**src/rtl/mul_share_ctrl_pkg.sv**
```systemverilog
// Shared types and constants for the shared-multiplier controller.
package mul_share_ctrl_pkg;

    localparam int MUL_W = 16;

    // Requester identifiers; also the encoding of rsp_id and last_grant.
    localparam logic REQ0 = 1'b0;
    localparam logic REQ1 = 1'b1;

    typedef enum logic [1:0] {
        ST_IDLE = 2'd0,
        ST_EVAL = 2'd1,
        ST_DONE = 2'd2
    } state_e;

    // Operands held stable on the multiplier inputs while it settles.
    typedef struct packed {
        logic             id;
        logic [MUL_W-1:0] x;
        logic [MUL_W-1:0] y;
    } op_t;

    // Captured result presented on the response channel.
    typedef struct packed {
        logic             id;
        logic             cout;
        logic [MUL_W-1:0] z;
    } rsp_t;

endpackage

```
**src/rtl/BoothMultiplier.sv**
```systemverilog
// Behavioural stand-in for the existing combinational signed 16x16 Booth
// multiplier: z is the low 16 bits of the signed product, cout is bit 16.
module BoothMultiplier (
    input  logic [15:0] x,
    input  logic [15:0] y,
    output logic [15:0] z,
    output logic        cout
);

    // The low 17 bits of a signed product only depend on the low 17 bits of
    // the sign-extended operands, so a 17-bit multiply is sufficient.
    logic [16:0] prod;

    assign prod = {x[15], x} * {y[15], y};
    assign z    = prod[15:0];
    assign cout = prod[16];

endmodule

```
**src/rtl/mul_rr_arbiter.sv**
```systemverilog
// Two-way round-robin arbiter: a lone requester always wins; on a tie the
// requester that did not win last time is granted.
module mul_rr_arbiter
    import mul_share_ctrl_pkg::*;
(
    input  logic valid0_i,
    input  logic valid1_i,
    input  logic last_grant_i,
    output logic grant0_o,
    output logic grant1_o,
    output logic grant_id_o
);

    // Grant selection from current valids and the previous winner.
    always_comb begin
        // NOTE: every output gets a default first so no path leaves it unassigned (no latch).
        grant0_o = 1'b0;
        grant1_o = 1'b0;
        if (valid0_i && valid1_i) begin
            if (last_grant_i == REQ0) begin
                grant1_o = 1'b1;
            end else begin
                grant0_o = 1'b1;
            end
        end else begin
            grant0_o = valid0_i;
            grant1_o = valid1_i;
        end
        grant_id_o = grant1_o ? REQ1 : REQ0;
    end

endmodule

```
**src/rtl/mul_share_ctrl.sv**
```systemverilog
// Shares one combinational multiplier between two requesters: arbitrates,
// holds the granted operands for SETTLE_CYCLES, captures the product and
// returns it on a valid/ready channel tagged with the owner's id.
module mul_share_ctrl
    import mul_share_ctrl_pkg::*;
#(
    // Cycles the operands are held before capture; legal range 1..15.
    parameter int unsigned SETTLE_CYCLES = 1
) (
    input  logic             clk,
    input  logic             reset_n,
    input  logic             req0_valid,
    output logic             req0_ready,
    input  logic [MUL_W-1:0] req0_x,
    input  logic [MUL_W-1:0] req0_y,
    input  logic             req1_valid,
    output logic             req1_ready,
    input  logic [MUL_W-1:0] req1_x,
    input  logic [MUL_W-1:0] req1_y,
    output logic             rsp_valid,
    input  logic             rsp_ready,
    output logic             rsp_id,
    output logic [MUL_W-1:0] rsp_z,
    output logic             rsp_cout
);

    localparam logic [3:0] COUNT_INIT = 4'(SETTLE_CYCLES - 1);

    state_e      state_q, state_d;
    logic [3:0]  count_q, count_d;
    op_t         op_q, op_d;
    rsp_t        rsp_q, rsp_d;
    logic        last_grant_q, last_grant_d;

    logic             grant0, grant1, grant_id;
    logic [MUL_W-1:0] mul_z;
    logic             mul_cout;

    mul_rr_arbiter u_arb (
        .valid0_i     (req0_valid),
        .valid1_i     (req1_valid),
        .last_grant_i (last_grant_q),
        .grant0_o     (grant0),
        .grant1_o     (grant1),
        .grant_id_o   (grant_id)
    );

    // The multiplier only ever sees the registered operands.
    BoothMultiplier u_mul (
        .x    (op_q.x),
        .y    (op_q.y),
        .z    (mul_z),
        .cout (mul_cout)
    );

    // State, counter, operand and result registers.
    always_ff @(posedge clk or negedge reset_n) begin
        if (!reset_n) begin
            state_q      <= ST_IDLE;
            count_q      <= '0;
            op_q         <= '0;
            rsp_q        <= '0;
            last_grant_q <= REQ1;  // requester 0 wins the first tie
        end else begin
            // NOTE: non-blocking assignments so every register updates from pre-edge values.
            state_q      <= state_d;
            count_q      <= count_d;
            op_q         <= op_d;
            rsp_q        <= rsp_d;
            last_grant_q <= last_grant_d;
        end
    end

    // Next-state and handshake outputs of the IDLE -> EVAL -> DONE sequence.
    always_comb begin
        state_d      = state_q;
        count_d      = count_q;
        op_d         = op_q;
        rsp_d        = rsp_q;
        last_grant_d = last_grant_q;
        req0_ready   = 1'b0;
        req1_ready   = 1'b0;
        rsp_valid    = 1'b0;

        case (state_q)
            ST_IDLE: begin
                // Readies are masked while reset is held so nothing looks accepted.
                req0_ready = grant0 & reset_n;
                req1_ready = grant1 & reset_n;
                // A grant implies the matching valid, so grant == accept here.
                if (grant0 || grant1) begin
                    op_d.id      = grant_id;
                    op_d.x       = (grant_id == REQ1) ? req1_x : req0_x;
                    op_d.y       = (grant_id == REQ1) ? req1_y : req0_y;
                    last_grant_d = grant_id;
                    count_d      = COUNT_INIT;
                    state_d      = ST_EVAL;
                end
            end
            ST_EVAL: begin
                if (count_q != 4'd0) begin
                    count_d = count_q - 4'd1;
                end else begin
                    rsp_d.id   = op_q.id;
                    rsp_d.z    = mul_z;
                    rsp_d.cout = mul_cout;
                    state_d    = ST_DONE;
                end
            end
            ST_DONE: begin
                rsp_valid = 1'b1;
                if (rsp_ready) begin
                    state_d = ST_IDLE;
                end
            end
            default: begin
                state_d = ST_IDLE;
            end
        endcase
    end

    assign rsp_id   = rsp_q.id;
    assign rsp_z    = rsp_q.z;
    assign rsp_cout = rsp_q.cout;

endmodule

```
**config.mk**
```make
export PLATFORM = sky130hd
export DESIGN_NAME = mul_share_ctrl
export DESIGN_NICKNAME = d
export VERILOG_FILES = /design/src/rtl/mul_share_ctrl_pkg.sv /design/src/rtl/BoothMultiplier.sv /design/src/rtl/mul_rr_arbiter.sv /design/src/rtl/mul_share_ctrl.sv
export SDC_FILE = /design/constraint.sdc
export NUM_CORES = 1
export LEC_CHECK = 0
export ABC_AREA = 1
export CORE_ASPECT_RATIO = 1.1
export CORE_MARGIN = 3
export CORE_UTILIZATION = 35
export DETAILED_ROUTE_END_ITERATION = 16
export SETUP_SLACK_MARGIN = 0.5
export SYNTH_ARGS = -nofsm -noshare
export SYNTH_HDL_FRONTEND = slang
export SYNTH_HIERARCHICAL = 1
export SYNTH_SLANG_ARGS = --single-unit
```
**constraint.sdc**
```tcl
create_clock -name clk -period 9.4 [get_ports clk]
set_clock_uncertainty 0.05 [all_clocks]
set_input_delay 1.88 -clock clk [delete_from_list [all_inputs] [get_ports clk]]
set_output_delay 1.88 -clock clk [all_outputs]
set_load 0.02 [all_outputs]
```
==> summary.md, run 1 <==
| Metric | Value |
|---|---|
| CTS Buf Count | 9 |
| Final core utilization | 42.27% |
| # Post-CTS Setup Buffers | 0 |
| CP required | 9600 ps |
| Final hold violations | 0 |
| Slew margin rel. | 49.33% |
| IO Count | 90 |
| CP arrival | 5880 ps |
| Root buf cell | clkbuf_16 |
| Final Max Slew Viols | 0 |
| Setup crit start kind | register |
| Clock slew at reported path FFs | 60 ps |
| Hpwl dp | 13990 um |
| CTS Sinks | 58 |
| Outcome | complete, no violations |
| Hold Path Class | reg -> reg |
| DRC | 0 |
| Synth Net Count | 1249 |
| Finished Layout Cells | 1378 |
| Initial antenna violation count | 0 |
| Synthesized flop and latch total | 58 |
| Global-route wire length before repair | 29950 um |
| Vias in the first global route | 6200 |
| Number of distinct library cells after synthesis | 34 |
| Setup TNS Final | 0 ps |
| Crit share post-route | 60.44% |
| DR WL/cell | 12.87 um |
| Vias per std cell | 4.549 |
| Post-route cell area | 9123 um2 |
| Maximum capacitance violations | 0 |
| Core ar. | 21580 um2 |
| Final Critical Period | 5681 ps |
| Layout Nets | 1310 |
| Pin count of the biggest net entering global routing | 65 |
| CTS resizes | 0 |
| Synthesized area per cell | 7.590 um2 |
| Register area share after synthesis | 18.73% |
| Gr usage total | 15.41% |
| Gp weighted congestion | 0.8673 |
| Antenna-violating nets left | 0 |
| Height of the die | 162.1 um |
| Post-Route WL | 17730 um |
| # diodes | 0 |
| Clock Path Buffers | 2 |
| Peak Freq | 176.0 MHz |
| CP max FO | 18 |
| Detailed Routing Iterations Pass 1 | 5 |
| Post-Syn Area | 7757 um2 |
| Area of the multi-input gates | 5076 um2 |
| Unrepaired setup endpoints after global routing | no |
| Post-Syn Instances | 1022 |
| Most common cell after layout, fill and taps aside | inv_1 |
| Synth-to-layout area growth | 17.60% |
| Area after DPL | 8791 um2 |
| Critical Path End Type | register |
| Register area | 1453 um2 |
| Fill count | 2278 |
| Buffers added on ports | 89 |
| GRT Residual Overflow | 0 |
| Site Rows | 56 |
| Hold_buf cts | 0 |
| Initial core utilization | 35.95% |
| TritonCTS clock tree | built |
| Synth Warn # | 6 |
| Setup-failing EPs final | 0 |
| H-tree Lvls | 3 |
| Worst-Skew Late Latency | 340 ps |
| Chip width | 147.9 um |
| Vias | 6268 |
| Die area | 23990 um2 |
| Most frequent cells in the layout | inv_1 (259), nand2_1 (258), fa_1 (94) |
| DRT iter0 DRCs | 300 |
| Share of cells above drive strength 1 | 6.710% |
| Critical path type | reg -> reg |
| Least-Margin Pin Slew | 760.1 ps |
| Placed Cells incl. Taps | 1362 |
[worst paths after layout]
kind,depth (start not counted),slack (ps),endpoint,from
setup / recovery,21,3720,rsp_cout,op_q[1]
hold / removal,2,430,rsp_z[0],rsp_z[0]
min in group asynchronous,2,1640,state_q[0],reset_n
setup reg to reg,21,3720,rsp_cout,op_q[1]
max in group asynchronous,2,7150,op_q[11],reset_n
hold reg to reg,2,430,rsp_z[0],rsp_z[0]
[kinds of logic after synthesis]
logic type	share of synthesized area (%)
AOI/OAI and AO/OA	7.532
and+or+nand+nor	21.26
buffers and inverters	15.98
xor gates and xnor gates	1.919
adders and majority gates	34.58
DFF	18.73
[registers in the layout (all words and copies together), names as in the netlist]
signal and flops:
op_q 33, state_q 2, last_grant_q 1, rsp_z 16
rsp_id 1, rsp_cout 1, count_q 4
[layout make-up]
type	instances	area share [%]
multi-input cells	658	55.64
flip-flops and latches	58	15.92
inverters	264	10.86
repair buffers	92	9.957
well taps	290	3.978
clock buffers	12	2.812
clock inverters	4	0.8229
[critical path, cell delays in order (launching register included)]
cell      delay [ps]
dfrtp_1          730
nand2_1          160
fa_1             550
fa_1             550
inv_1             50
fa_1             480
fa_1             450
fa_1             540
inv_1             60
fa_1             470
inv_1             50
ha_1             350
a21oi_1          220
nor2_1            60
a211oi_1         160
inv_1             60
a21oi_1          110
o21a_1           160
nand3_1           90
nand2_1           80
inv_1             50
o21ai_2          120
[metal layers]
metal	vias to the layer above	track usage, %	wire length, um
li1	3138	-	-
met1	2954	20.59	7824
met2	154	26.04	8688
met3	22	2.567	897
met4	0	4.242	318
met5	-	0	0
[cell usage after synthesis]
master / count / area, um2
nor2_1: 75 / 281.5
clkbuf_1: 15 / 56.30
buf_2: 16 / 80.08
inv_2: 4 / 15.01
buf_4: 3 / 22.52
o2111ai_1: 1 / 8.760
inv_1: 259 / 972.2
nand2_1: 258 / 968.4
a21o_1: 2 / 15.01
clkinv_1: 1 / 3.750
buf_6: 8 / 90.09
o31ai_1: 33 / 247.7
o21ai_0: 9 / 45.04
dfstp_2: 1 / 26.28
nor2_2: 2 / 12.51
nor3_1: 3 / 15.01
o21ai_1: 1 / 5.000
a211oi_1: 1 / 7.510
xor2_1: 12 / 105.1
nand3_1: 29 / 145.1
xnor2_1: 5 / 43.79
ha_1: 64 / 800.8
a21oi_1: 15 / 75.07
nand4_1: 3 / 18.77
a31oi_1: 1 / 6.260
nand3_4: 1 / 17.52
nor2_4: 1 / 11.26
o21ai_2: 19 / 166.4
or2_2: 1 / 6.260
nand2_2: 24 / 150.1
o21a_1: 1 / 7.510
fa_1: 94 / 1882
nand3b_1: 3 / 22.52
dfrtp_1: 57 / 1426
[metrics by stage]
step                setup slack (ps)  hold slack [ps]
floorplan                       4047            396.4
global placement                3784            421.4
detailed placement              3738            419.6
CTS                             3672            434.5
global route                    3395            460.7
finish                          3719            430.4
Power of run 1 is not shown: default switching activity piles up to over one toggle a cycle in this logic, so the estimate is an artifact.
==> run 2: changes to the inputs <==
- clock period: 9.4 -> 5.26 ns (I/O delays scaled with it)
==> run 2 against run 1 <==
Against the previous run:
- global-route usage increased by 0.95 points
- setup slack lost 3600 ps
- first-iteration DRC count shrank 1.7%
- count of clock-buffer cells in the layout down 3
- via count rose by 4.7%
- flip-flop and latch count stayed put
- largest cell class unchanged
- register-to-register slack worse by 3600 ps
==> summary.md, run 2 (synthesized netlist as in run 1, its figures left out) <==
| Metric | Value |
|---|---|
| Flop2flop setup slack | 120 ps (-3600 ps) |
| Worst R2R Start | op_q[6] |
| Setup TNS Final | 0 ps (unchanged) |
| Height of the die | 162.1 um (unchanged) |
| DR WL/cell | 13.03 um (+1.3%) |
| Hold Path Class | reg -> reg |
| Initial antenna violation count | 0 (unchanged) |
| Critical Path End Type | register |
| Gp weighted congestion | 0.9198 (+6.1%) |
| CTS Buf Count | 9 (unchanged) |
| Fill count | 2193 (-3.7%) |
| Core ar. | 21580 um2 (unchanged) |
| Clock slew at reported path FFs | 60 ps (about the same) |
| Hpwl dp | 15090 um (+7.8%) |
| DRT iter0 DRCs | 295 (-1.7%) |
| Global-route wire length before repair | 31820 um (+6.2%) |
| Worst-Skew Late Latency | 340 ps (about the same) |
| Most frequent cells in the layout | nand2_1 (243), inv_1 (235), clkdlybuf4s50_1 (88) |
| Share of cells above drive strength 1 | 22.31% (+16 points) |
| Unrepaired setup endpoints after global routing | yes |
| Pin count of the biggest net entering global routing | 69 (+6.2%) |
| Placed Cells incl. Taps | 1412 (+3.7%) |
| Gr usage total | 16.36% (+0.95 points) |
| Vias | 6560 (+4.7%) |
| Maximum capacitance violations | 0 (unchanged) |
| Post-Route WL | 19020 um (+7.3%) |
| Critical path type | reg -> reg |
| Buffers added on ports | 89 (unchanged) |
| Final Max Slew Viols | 0 (unchanged) |
| CP max FO | 4 (-14) |
| Chip width | 147.9 um (unchanged) |
| Initial core utilization | 35.95% (unchanged) |
| Finished Layout Cells | 1460 (+6.0%) |
| Die area | 23990 um2 (unchanged) |
| Slowest CP cell | fa_1 |
| Max reg flops | 33 (unchanged) |
| Hold_buf cts | 0 (unchanged) |
| Register with the most flip-flops | op_q |
| Clock Path Buffers | 2 (unchanged) |
| Worst hold path stage count | 2 (unchanged) |
| Antenna-violating nets left | 0 (unchanged) |
| H-tree Lvls | 3 (unchanged) |
| IO Count | 90 (unchanged) |
| TritonCTS clock tree | built |
| Area after DPL | 9271 um2 (+5.5%) |
| Site Rows | 56 (unchanged) |
| Setup crit start kind | register |
| Detailed Routing Iterations Pass 1 | 4 (-1) |
| Hold Slack | 436.8 ps (+6.327 ps) |
| Vias in the first global route | 6694 (+8.0%) |
| Setup-failing EPs final | 0 (unchanged) |
| Most common cell after layout, fill and taps aside | nand2_1 |
| Layout Nets | 1392 (+6.3%) |
| DRC | 0 (unchanged) |
| Hold Crit Start | rsp_z[4] |
| Synth-to-layout area growth | 32.58% |
| Root buf cell | clkbuf_16 |
| Slew margin rel. | 50.18% (+0.85 points) |
| Final hold violations | 0 (unchanged) |
| Cell-by-cell trace of the critical path | buf_4, nand2_2, fa_1, inv_1, fa_1, inv_1, fa_1, fa_1, fa_1, fa_1, inv_1, ha_4, nand2_1, nor2_1, a211oi_2, inv_1, a21oi_2, o21a_1, inv_1, nand2_1, nand2_1, inv_1, o21ai_2 |
| Reg-to-reg endpoint | rsp_cout |
| Vias per std cell | 4.493 (-1.2%) |
| Post-route cell area | 10280 um2 (+13%) |
| Worst Hold Endpoint | rsp_z[4] |
| Peak Freq | 194.5 MHz (+10%) |
| Crit share post-route | 97.76% (+37 points) |
| Least-Margin Pin Slew | 747.3 ps (-12.78 ps) |
| CP max stage delay | 560 ps (-170 ps) |
| Final Critical Period | 5142 ps (-539.1 ps) |
| CP arrival | 5300 ps (-580 ps) |
| GRT Residual Overflow | 0 (unchanged) |
| CTS Sinks | 58 (unchanged) |
| Worst Reg-to-Reg Cells | 23 (+9.5%) |
| Outcome | complete, no violations |
| # diodes | 0 (unchanged) |
| CP required | 5420 ps (-4180 ps) |
[run 2: cell types whose count changed in the layout (fill, tap and decap cells not counted), sizes merged]
cell / change
inv: +1
bufinv: +1
clkinvlp: -2
clkinv: +3
clkbuf: -3
buf: +82
[run 2: metrics by stage]
step           setup slack, ps  util [%]
6_report                 118.1     47.66
5_1_grt                 -141.9     47.66
4_1_cts                  100.4     45.94
3_5_place_dp            -87.62     42.96
3_3_place_gp            -8.145     42.96
2_1_floorplan            259.8         -
[run 2: what timing repair did]
| item | 4_1_cts | 5_1_grt |
|---|---|---|
| resized for setup | 50 | 80 |
| pin swaps | 24 | 27 |
| setup buffers | 19 | 13 |
| setup endpoints to repair | 9 | 9 |
| endpoints found under the hold margin | 0 | 0 |
| cloned | 0 | 0 |
[run 2: worst max-delay path by stage]
stage                     depth (start not counted)  slack [ps]     from       end
after global placement                           22          -8  op_q[4]  rsp_cout
after CTS                                        25         100  op_q[6]  rsp_cout
after detailed placement                         22         -90  op_q[4]  rsp_cout
after global routing                             22        -140  op_q[6]  rsp_cout
after floorplan                                  24         260  op_q[4]  rsp_cout
final                                            23         120  op_q[6]  rsp_cout
[run 2: per-layer routing]
metal | global-route usage (%) | part of all wire, %
met1 | 21.09 | 44
met2 | 28.65 | 50
met3 | 2.567 | 3.7
met4 | 4.494 | 1.8
met5 | 0 | 0
[run 2: cell type report]
class	instances	area (um2)	share of cell area, %
clock buffer	9	225.2	2.190
clock inverter	7	125.1	1.217
inverter	264	993.5	9.659
multi-input combinational	658	5479	53.27
sequential	58	1476	14.36
tap	290	362.8	3.528
timing repair buffer	174	1623	15.78
[run 2: worst max-delay path, delay by kind of cell (launching register included)]
kind / cells / cell delay [ps]
fa+ha+maj: 7 / 3290
buf+inv: 7 / 510
compound gates: 4 / 480
flops: 1 / 410
simple gates: 5 / 280
Power of run 2 is left out for the same reason.
==> run 3: changes to the inputs <==
- CORE_MARGIN: 3 -> 1.5
==> run 3 against run 2 <==
Against the previous run:
- global-route usage up 1.2 points
- count of clock-buffer cells in the layout unchanged
- routed wire length grew 2.2%
- cell count decreased by 0.48%
- worst hold slack worse by 9.1 ps
- setup slack worse by 22 ps
- cell area down 1.7%
- register-to-register slack worse by 20 ps
- via count is 0.66% higher
- die area fell by 3.8%
- critical path type unchanged
==> summary.md, run 3 (synthesized netlist as in run 1, its figures left out) <==
| Metric | Value |
|---|---|
| Slowest CP cell | fa_1 |
| Cell-by-cell trace of the critical path | buf_4, nand2_1, inv_1, fa_1, inv_2, fa_1, fa_2, fa_1, inv_1, fa_1, inv_1, fa_1, inv_2, ha_4, a21oi_2, o21ai_2, nand3b_1, a31oi_1, xnor2_1, inv_1, o21ai_2 |
| Least-Margin Pin Slew | 772.1 ps (+24.79 ps) |
| IO Count | 90 (unchanged) |
| DRC | 0 (unchanged) |
| Final core utilization | 47.00% (-0.66 points) |
| TritonCTS clock tree | built |
| Clock Path Buffers | 2 (unchanged) |
| Max reg flops | 33 (unchanged) |
| Hold Path Class | reg -> reg |
| Most frequent cells in the layout | inv_1 (246), nand2_1 (246), fa_1 (90) |
| Crit share post-route | 98.17% (+0.41 points) |
| Fill count | 2116 (-3.5%) |
| Peak Freq | 193.7 MHz (-0.42%) |
| Detailed Routing Iterations Pass 1 | 5 (+1) |
| Gr usage total | 17.61% (+1.2 points) |
| Buf/Inv on CP | 7 (unchanged) |
| Site Rows | 56 (unchanged) |
| DR WL/cell | 13.38 um (+2.7%) |
| Vias per std cell | 4.544 (+1.1%) |
| Post-Route WL | 19440 um (+2.2%) |
| CP max FO | 7 (+3) |
| Critical path type | reg -> reg |
| Vias | 6603 (+0.66%) |
| CP max stage delay | 550 ps (about the same) |
| CTS Buf Count | 9 (unchanged) |
| Most used cell along the critical path | fa_1 |
| Synth-to-layout area growth | 30.32% |
| Final Max Slew Viols | 0 (unchanged) |
| H-tree Lvls | 3 (unchanged) |
| Hpwl dp | 15310 um (+1.5%) |
| Outcome | complete, no violations |
| Global-route wire length before repair | 33040 um (+3.8%) |
| Final hold violations | 0 (unchanged) |
| Layout Nets | 1385 (-0.50%) |
| CTS Sinks | 58 (unchanged) |
| CP arrival | 5370 ps (+70 ps) |
| Pin count of the biggest net entering global routing | 59 (-14%) |
| Critical Path End Type | register |
| Root buf cell | clkbuf_16 |
| Setup crit start kind | register |
| CP top delay family | adder cells |
| Gp weighted congestion | 0.8211 (-11%) |
| # diodes | 0 (unchanged) |
| Height of the die | 159.1 um (-1.9%) |
| Register with the most flip-flops | op_q |
| Chip width | 144.9 um (-2.0%) |
| Worst-Skew Late Latency | 340 ps (about the same) |
| Share of cells above drive strength 1 | 19.78% (-2.5 points) |
| Core ar. | 21510 um2 (-0.32%) |
| Maximum capacitance violations | 0 (unchanged) |
| Hold_buf cts | 0 (unchanged) |
| GRT Residual Overflow | 0 (unchanged) |
| DRT iter0 DRCs | 273 (-7.5%) |
| Clock slew at reported path FFs | 60 ps (about the same) |
| Setup-failing EPs final | 0 (unchanged) |
| Initial antenna violation count | 0 (unchanged) |
| Initial core utilization | 36.06% (+0.12 points) |
| Unrepaired setup endpoints after global routing | yes |
| CP required | 5470 ps (+50 ps) |
| Slew margin rel. | 48.52% (-1.7 points) |
| Die area | 23070 um2 (-3.8%) |
| Buffers added on ports | 89 (unchanged) |
| Vias in the first global route | 6903 (+3.1%) |
| Final Critical Period | 5164 ps (+21.62 ps) |
| Antenna-violating nets left | 0 (unchanged) |
==> run 3: cell count changes in the layout (fill, tap and decap cells not counted), sizes merged <==
cell	before	now
buf	86	79
==> run 3: cell type report <==
class                      instances  area, um2  share of cell area [%]
multi-input combinational        658       5374                   53.16
clock buffer                       9      225.2                   2.228
inverter                         264      991.0                   9.802
sequential                        58       1479                   14.63
tap                              290      362.8                   3.589
timing repair buffer             167       1553                   15.36
clock inverter                     7      125.1                   1.238
==> run 3: path summary, 6_finish.rpt <==
path	startpoint	endpoint	slack, ps	cells past startpoint
min	rsp_z[0]	rsp_z[0]	430	2
min reg2reg	rsp_z[0]	rsp_z[0]	430	2
min in group asynchronous	reset_n	op_q[7]	890	2
max	op_q[4]	rsp_z[14]	100	21
max in group asynchronous	reset_n	op_q[1]	3700	2
max reg2reg	op_q[4]	rsp_z[14]	100	21
==> run 3: per-stage QoR <==
| step | setup TNS (ps) | instances | hold slack [ps] | area, um2 | setup slack, ps |
|---|---|---|---|---|---|
| finish | 0 | 1453 | 427.6 | 10110 | 96.46 |
| global route | -363.1 | 1453 | 458.1 | 10110 | -134.6 |
| global placement | 0 | 1406 | 417.1 | 9214 | 47.12 |
| detailed placement | -3.072 | 1406 | 418.2 | 9214 | -3.072 |
| CTS | 0 | 1449 | 433.6 | 9955 | 116.8 |
| floorplan | 0 | 1022 | 396.4 | 7933 | 259.8 |
==> run 3: per-layer routing <==
layer | up-vias | part of all wire, % | GRT usage, %
met5 | - | 0 | 0
met3 | 29 | 3.8 | 2.292
met4 | 0 | 3.2 | 7.170
li1 | 3277 | - | -
met1 | 3138 | 43 | 21.38
met2 | 159 | 50 | 31.40
==> run 3: timing repair <==
item	CTS	global route
hold endpoints to repair	0	0
pin swaps	29	14
buffers inserted	27	4
endpoints found under the setup margin	9	9
gates resized for setup	54	40
==> run 3: worst reg2reg max path, stage by stage (launching register included) <==
cell      delay [ps]
dfrtp_2          460
buf_4            160
nand2_1           60
inv_1             50
fa_1             500
inv_2             40
fa_1             550
fa_2             440
fa_1             490
inv_1             50
fa_1             470
inv_1             50
fa_1             500
inv_2             50
ha_4             260
a21oi_2          150
o21ai_2          100
nand3b_1         190
a31oi_1          180
xnor2_1          140
inv_1             60
o21ai_2          100
Power of run 3 is left out for the same reason.
